File: src/rtl/exec_pkg.sv
`default_nettype none
// ============================================================================
// Package     : exec_pkg
// Description : Shared types and constants for the execute stage. Holds the
//               divider FSM state encoding, the default datapath width and the
//               matching divider step-counter width.
// Revision    : 1.0 - initial release
// ============================================================================
package exec_pkg;

    localparam int C_DATA_W = 32;
    localparam int C_CNT_W  = $clog2(C_DATA_W);

    typedef enum logic [1:0] {
        ST_IDLE = 2'd0,
        ST_BUSY = 2'd1,
        ST_DONE = 2'd2
    } div_state_e;

endpackage
`default_nettype wire

File: src/rtl/seq_divider.sv
`default_nettype none
// ============================================================================
// Module      : seq_divider
// Description : Iterative signed restoring divider. It does one quotient bit
//               per cycle on operand magnitudes and applies the sign rules on
//               the last step.
// Ports       : clk, reset      - clock, asynchronous active-high reset
//               start_i         - request a division (sampled in IDLE)
//               hold_i          - keep DONE (and its result) for another cycle
//               dividend_i/divisor_i - signed operands, captured at start
//               busy_o          - stall request (start cycle + BUSY)
//               done_o          - result valid on quotient_o/remainder_o
// Revision    : 1.0 - initial release
// ============================================================================
module seq_divider
    import exec_pkg::*;
#(
    parameter int DATA_W = C_DATA_W
) (
    input  logic              clk,
    input  logic              reset,
    input  logic              start_i,
    input  logic              hold_i,
    input  logic [DATA_W-1:0] dividend_i,
    input  logic [DATA_W-1:0] divisor_i,
    output logic              busy_o,
    output logic              done_o,
    output logic [DATA_W-1:0] quotient_o,
    output logic [DATA_W-1:0] remainder_o
);

    localparam int CNT_W = $clog2(DATA_W);

    div_state_e        state_q;
    logic [CNT_W-1:0]  cnt_q;
    logic [DATA_W-1:0] quo_q;     // dividend bits shift out, quotient bits shift in
    logic [DATA_W-1:0] rem_q;
    logic [DATA_W-1:0] dvs_q;     // divisor magnitude
    logic              neg_quo_q;
    logic              neg_rem_q;

    logic [DATA_W-1:0] w_dvd_mag;
    logic [DATA_W-1:0] w_dvs_mag;
    logic [DATA_W:0]   w_trial;
    logic              w_fits;
    logic [DATA_W-1:0] w_step_rem;
    logic [DATA_W-1:0] w_step_quo;

    // Magnitude of the most negative value wraps to itself, which is the
    // correct unsigned magnitude.
    assign w_dvd_mag = dividend_i[DATA_W-1] ? (-dividend_i) : dividend_i;
    assign w_dvs_mag = divisor_i[DATA_W-1]  ? (-divisor_i)  : divisor_i;

    // One extra bit keeps the shifted partial remainder (< 2*divisor) exact.
    assign w_trial    = {rem_q, quo_q[DATA_W-1]} - {1'b0, dvs_q};
    assign w_fits     = ~w_trial[DATA_W];
    assign w_step_rem = w_fits ? w_trial[DATA_W-1:0] : {rem_q[DATA_W-2:0], quo_q[DATA_W-1]};
    assign w_step_quo = {quo_q[DATA_W-2:0], w_fits};

    always_ff @(posedge clk or posedge reset) begin
        if (reset) begin
            state_q   <= ST_IDLE;
            cnt_q     <= '0;
            quo_q     <= '0;
            rem_q     <= '0;
            dvs_q     <= '0;
            neg_quo_q <= 1'b0;
            neg_rem_q <= 1'b0;
        end else begin
            case (state_q)
                ST_IDLE: begin
                    if (start_i) begin
                        neg_quo_q <= dividend_i[DATA_W-1] ^ divisor_i[DATA_W-1];
                        neg_rem_q <= dividend_i[DATA_W-1];
                        if (divisor_i == '0) begin
                            quo_q   <= '1;
                            rem_q   <= dividend_i;
                            state_q <= ST_DONE;
                        end else begin
                            quo_q   <= w_dvd_mag;
                            rem_q   <= '0;
                            dvs_q   <= w_dvs_mag;
                            cnt_q   <= CNT_W'(DATA_W - 1);
                            state_q <= ST_BUSY;
                        end
                    end
                end
                ST_BUSY: begin
                    cnt_q <= cnt_q - 1'b1;
                    if (cnt_q == '0) begin
                        quo_q   <= neg_quo_q ? (-w_step_quo) : w_step_quo;
                        rem_q   <= neg_rem_q ? (-w_step_rem) : w_step_rem;
                        state_q <= ST_DONE;
                    end else begin
                        quo_q <= w_step_quo;
                        rem_q <= w_step_rem;
                    end
                end
                ST_DONE: begin
                    if (!hold_i) begin
                        state_q <= ST_IDLE;
                    end
                end
                default: state_q <= ST_IDLE;
            endcase
        end
    end

    // The start cycle stalls too, so the latch keeps the DIV until DONE.
    assign busy_o      = ~reset & (((state_q == ST_IDLE) & start_i) | (state_q == ST_BUSY));
    assign done_o      = (state_q == ST_DONE);
    assign quotient_o  = quo_q;
    assign remainder_o = rem_q;

endmodule
`default_nettype wire

File: src/rtl/execute_unit.sv
`default_nettype none
// ============================================================================
// Module      : execute_unit
// Description : Execute stage. Combinational ALU, registered compare flags,
//               branch resolution and an iterative signed DIV/MOD that stalls
//               the decode/execute latch while it works.
// Ports       : clk, reset               - clock, asynchronous active-high reset
//               validE, holdE            - instruction valid, latch held elsewhere
//               PCE, branchTargetE, immxE, op1E, op2E - latched data
//               is*E                     - one-hot ALU op and branch controls
//               aluResultE               - result of the current instruction
//               isBranchTakenE, branchPCE - fetch redirect
//               flagE, flagGT            - registered compare flags
//               stallE                   - hold D/E while the divider is busy
// Revision    : 1.0 - initial release
// ============================================================================
module execute_unit
    import exec_pkg::*;
#(
    parameter int DATA_W = C_DATA_W
) (
    input  logic              clk,
    input  logic              reset,
    input  logic              validE,
    input  logic              holdE,
    input  logic [DATA_W-1:0] PCE,
    input  logic [DATA_W-1:0] branchTargetE,
    input  logic [DATA_W-1:0] immxE,
    input  logic [DATA_W-1:0] op1E,
    input  logic [DATA_W-1:0] op2E,
    input  logic              isAddE,
    input  logic              isSubE,
    input  logic              isCmpE,
    input  logic              isMulE,
    input  logic              isDivE,
    input  logic              isModE,
    input  logic              isLslE,
    input  logic              isLsrE,
    input  logic              isAsrE,
    input  logic              isOrE,
    input  logic              isAndE,
    input  logic              isNotE,
    input  logic              isMovE,
    input  logic              isImmediateE,
    input  logic              isBeqE,
    input  logic              isBgtE,
    input  logic              isUbranchE,
    input  logic              isRetE,
    input  logic              isCallE,
    output logic [DATA_W-1:0] aluResultE,
    output logic              isBranchTakenE,
    output logic [DATA_W-1:0] branchPCE,
    output logic              flagE,
    output logic              flagGT,
    output logic              stallE
);

    localparam int SH_W = $clog2(DATA_W);

    logic [DATA_W-1:0] w_b;
    logic [SH_W-1:0]   w_sh;
    logic [DATA_W-1:0] w_alu;
    logic              w_div_start;
    logic              w_div_busy;
    logic              w_div_done;
    logic [DATA_W-1:0] w_quo;
    logic [DATA_W-1:0] w_rem;
    logic              flag_eq_q;
    logic              flag_gt_q;

    assign w_b  = isImmediateE ? immxE : op2E;
    assign w_sh = w_b[SH_W-1:0];

    always_comb begin
        w_alu = '0;
        if (isAddE)       w_alu = op1E + w_b;
        else if (isSubE)  w_alu = op1E - w_b;
        else if (isMulE)  w_alu = op1E * w_b;   // low half is sign-agnostic
        else if (isLslE)  w_alu = op1E << w_sh;
        else if (isLsrE)  w_alu = op1E >> w_sh;
        else if (isAsrE)  w_alu = DATA_W'($signed(op1E) >>> w_sh);
        else if (isOrE)   w_alu = op1E | w_b;
        else if (isAndE)  w_alu = op1E & w_b;
        else if (isNotE)  w_alu = ~w_b;
        else if (isMovE)  w_alu = w_b;
        else if (isCallE) w_alu = PCE + DATA_W'(4);
    end

    assign w_div_start = validE & (isDivE | isModE);

    seq_divider #(
        .DATA_W (DATA_W)
    ) u_div (
        .clk         (clk),
        .reset       (reset),
        .start_i     (w_div_start),
        .hold_i      (holdE),
        .dividend_i  (op1E),
        .divisor_i   (w_b),
        .busy_o      (w_div_busy),
        .done_o      (w_div_done),
        .quotient_o  (w_quo),
        .remainder_o (w_rem)
    );

    always_ff @(posedge clk or posedge reset) begin
        if (reset) begin
            flag_eq_q <= 1'b0;
            flag_gt_q <= 1'b0;
        end else if (validE && isCmpE) begin
            flag_eq_q <= (op1E == w_b);
            flag_gt_q <= ($signed(op1E) > $signed(w_b));
        end
    end

    assign flagE  = flag_eq_q;
    assign flagGT = flag_gt_q;
    assign stallE = w_div_busy;

    assign aluResultE = reset      ? '0 :
                        w_div_done ? (isModE ? w_rem : w_quo) :
                                     w_alu;

    assign isBranchTakenE = ~reset & validE & ~stallE &
                            (isUbranchE | (isBeqE & flag_eq_q) | (isBgtE & flag_gt_q));
    assign branchPCE      = isRetE ? op1E : branchTargetE;

endmodule
`default_nettype wire

File: config.mk
export PLATFORM = sky130hd
export DESIGN_NAME = execute_unit
export DESIGN_NICKNAME = d
export VERILOG_FILES = /design/src/rtl/exec_pkg.sv /design/src/rtl/seq_divider.sv /design/src/rtl/execute_unit.sv
export SDC_FILE = /design/constraint.sdc
export NUM_CORES = 2
export LEC_CHECK = 0
export BUFFER_PORTS_ARGS = -buffer_cell sky130_fd_sc_hd__buf_2
export CORE_MARGIN = 1
export CORE_UTILIZATION = 45
export CTS_CLUSTER_SIZE = 14
export DETAILED_ROUTE_END_ITERATION = 8
export RECOVER_POWER = 50
export SETUP_SLACK_MARGIN = 0.1
export SYNTH_ARGS = -nofsm -noshare
export SYNTH_HDL_FRONTEND = slang
export SYNTH_HIERARCHICAL = 1
export SYNTH_SLANG_ARGS = --single-unit
File: constraint.sdc
create_clock -name clk -period 8.9 [get_ports clk]
set_input_delay 0.445 -clock clk [delete_from_list [all_inputs] [get_ports clk]]
set_output_delay 0.445 -clock clk [all_outputs]
set_load 0.01 [all_outputs]
==> results.tsv <==
stage	metric	value	unit
outcome	status	finished, violations left	
outcome	failing checks	design-rule violations, max-capacitance violations, max-slew violations	
timing	Rel. slew slack	-1.17	
worst_setup_path	CP endpoint kind	primary output	
synthesis	Main synth FF type	dfrtp_1	
placed_design	DPL Wire Length	151	mm
worst_setup_path	Critical Path Max Stage Delay	590	ps
floorplan	total die area	82900	um^2
synthesis	warnings from Yosys	6	
synthesis	mapped cell area	36800	um^2
synthesis	number of synthesized flops with an enable pin	0	
detailed_routing	Via density	6.50	
detailed_routing	DRT iter0 DRCs	4844	
synthesis	area leader, netlist	fa_1	
synthesis	top cells by area, synth	fa_1 (22%), ha_1 (8.8%), dfrtp_1 (7.3%)	
synthesis	Yosys reg bits	107	
worst_setup_path	worst-path fanout max	9	
placed_design	Post-Place Worst Slack	-30.7	ps
final_layout	# nets final	5821	
global_routing	gr ovfl total	0	
detailed_routing	Routed WL per cell	31.5	um
clock_tree	CTS buffer count	9	
detailed_routing	Post-Route WL	191	mm
placed_design	buffers added on ports	250	
global_routing	vias in the first global route	38100	
detailed_routing	via count	39300	
global_routing	antenna violations before repair	17	
final_layout	Design Area, Final	40600	um^2
timing	Final setup viols	0	
timing	Hold WS	372	ps
floorplan	I/O pin count	251	
hold_path	type of the worst min-delay path	in -> reg	
synthesis	post-synth top area share	0.224	
synthesis	most common cell in the synthesized netlist	nor2_1	
timing	count of final hold-check violations	0	
worst_setup_path	CP Launch Type	primary input	
timing	Tcrit/Tclk final	0.981	
worst_setup_path	r2r endpoint	u_div/quotient_o[30]	
detailed_routing	Antenna Nets Post-Route	0	
worst_setup_path	RR Startpoint	u_div/quotient_o[31]	
worst_setup_path	Worst Setup SP	isImmediateE	
synthesis	Synth top cells by count	nor2_1 (637), inv_1 (543), nand2_1 (445)	
clock_tree	clk slew on worst S/H paths	80	ps
timing	Period minus WS final	8740	ps
synthesis	Avg Synthesized Cell Area	7.69	um^2
detailed_routing	1st-pass router iterations	8	
synthesis	synth unique cells	107	
floorplan	Initial Util	0.456	
final_layout	utilization after layout	0.503	
clock_tree	CTS max path bufs	2	
clock_tree	clock sink count	107	
placed_design	placed cell area	40100	um^2
clock_tree	clock root buffer	clkbuf_16	
global_routing	first-pass GRT wire length	271	mm
clock_tree	CTS tree	done	
worst_setup_path	Setup Crit Path Kind	in -> out	
worst_setup_path	critical path required time	8460	ps
worst_setup_path	CP max stage cell	a221oi_1	
global_routing	largest net degree at the start of global routing	71	
synthesis	ys async rst share	1.00	
timing	RSZ-0062 raised after global routing	yes	
floorplan	floorplan die height	288	um
job	Max Cap Viol	5	
final_layout	layout cell share with drive strength beyond 1	0.130	
final_layout	area grow syn2layout	10.3	%
placed_design	RD Place Congestion	1.12	
floorplan	num rows	104	
worst_setup_path	r2r setup slk	2890	ps
synthesis	Syn Nets	5637	
clock_tree	Worst-Skew Late Latency	380	ps
floorplan	Core Box Area	80700	um^2
global_routing	GR Util All Layers	0.455	
worst_setup_path	Worst EP arrival	8290	ps
detailed_routing	residual DRC count	40	
timing	PnR worst setup slack	165	ps
floorplan	Die W	288	um
synthesis	sequential-to-total area share from yosys stat	0.0728	
clock_tree	H-Tree Depth	3	
timing	pins over their slew limit	210	
worst_setup_path	Setup crit end	aluResultE[17]	
timing	Max Freq	114	MHz
timing	Slew @ Worst Pin	3260	ps
clock_tree	# hold bufs at CTS	0	
timing	Worst Skew	16.5	ps
worst_setup_path	Worst R2R Path Depth	21	
synthesis	cell count after synthesis	4785	
==> cell type report <==
cell class,instances,area [um^2]
Timing Repair Buffer,487,3130
Antenna cell,9,22.5
Fill cell,8261,40100
Tap cell,1060,1330
Clock buffer,11,243
Inverter,557,2100
Sequential cell,107,2680
Multi-Input combinational cell,3807,31000
Clock inverter,4,58.8
==> metrics by stage <==
step                instances  TNS, ps
finish                   6042        0
global route             6034    -45.7
CTS                      6030        0
detailed placement       6010    -62.3
global placement         6010        0
floorplan                4785        0
==> cells in the final DEF, fill, tap and decap left out, types with 26 or more instances in the layout <==
cell / count
a211oi_1: 68
a21o_1: 54
a21oi_1: 283
a221oi_1: 62
a22oi_1: 33
a31oi_1: 37
buf_2: 216
buf_4: 221
clkbuf_1: 36
dfrtp_1: 107
fa_1: 410
ha_1: 255
inv_1: 540
mux2_2: 61
mux2i_1: 124
nand2_1: 445
nand2b_1: 37
nand3_1: 48
nand4_1: 26
nor2_1: 635
nor3_1: 87
o211ai_1: 56
o21ai_0: 219
o21ai_1: 31
o21bai_1: 26
o221ai_1: 29
o31ai_1: 38
or3_1: 45
xnor2_1: 193
xor2_1: 76
==> timing repair <==
action / 4_1_cts / 5_1_grt
pin swaps: 0 / 4
resized for setup: 6 / 26
endpoints found under the hold margin: 0 / 0
buffers inserted: 5 / 3
endpoints found under the setup margin: 7 / 13
==> sequential cells by signal (all words and copies together), names as in the netlist <==
signal / flops
u_div/dvs_q: 32
u_div/quotient_o: 32
u_div/remainder_o: 32
u_div/cnt_q: 5
u_div/state_q: 2
flagE: 1
flagGT: 1
u_div/neg_quo_q: 1
u_div/neg_rem_q: 1
==> cell families after synthesis <==
group	after synthesis	share of synthesized area
multiplexers	222	0.0693
buffers and inverters	871	0.0914
AO/OA/AOI/OAI	1174	0.214
flip-flops	107	0.0728
AND/OR/NAND/NOR	1467	0.175
adder cells (fa/ha/maj)	669	0.312
XOR/XNOR	275	0.0659
==> how the worst min path moves through the flow <==
stage                                from         endpoint  slack [ps]  cells after the start
final                              isCmpE           flagGT         370                      3
after global routing               isCmpE           flagGT         410                      3
after CTS                          isCmpE           flagGT         360                      3
after detailed placement  u_div/dvs_q[16]  u_div/dvs_q[16]         490                      2
after global placement    u_div/dvs_q[16]  u_div/dvs_q[16]         460                      2
after floorplan                     reset            flagE         230                      1
==> layer usage <==
layer | vias to the layer above | share of wire | wire length [um] | track usage
li1 | 16700 | - | - | -
met1 | 19200 | 0.36 | 69400 | 0.551
met2 | 2559 | 0.43 | 82100 | 0.692
met3 | 743 | 0.11 | 20600 | 0.110
met4 | 10 | 0.097 | 18400 | 0.358
met5 | - | 0.00030 | 58 | 0
==> worst max-delay path: cells and delay by family <==
family / cells / cell delay, ps
AOI/OAI and AO/OA: 7 / 1730
muxes: 1 / 270
buffers and inverters: 10 / 1060
adders and majority gates: 10 / 4310
xor gates and xnor gates: 1 / 470
Power is not shown: default switching activity piles up to over one toggle a cycle in this logic, so the estimate is an artifact.
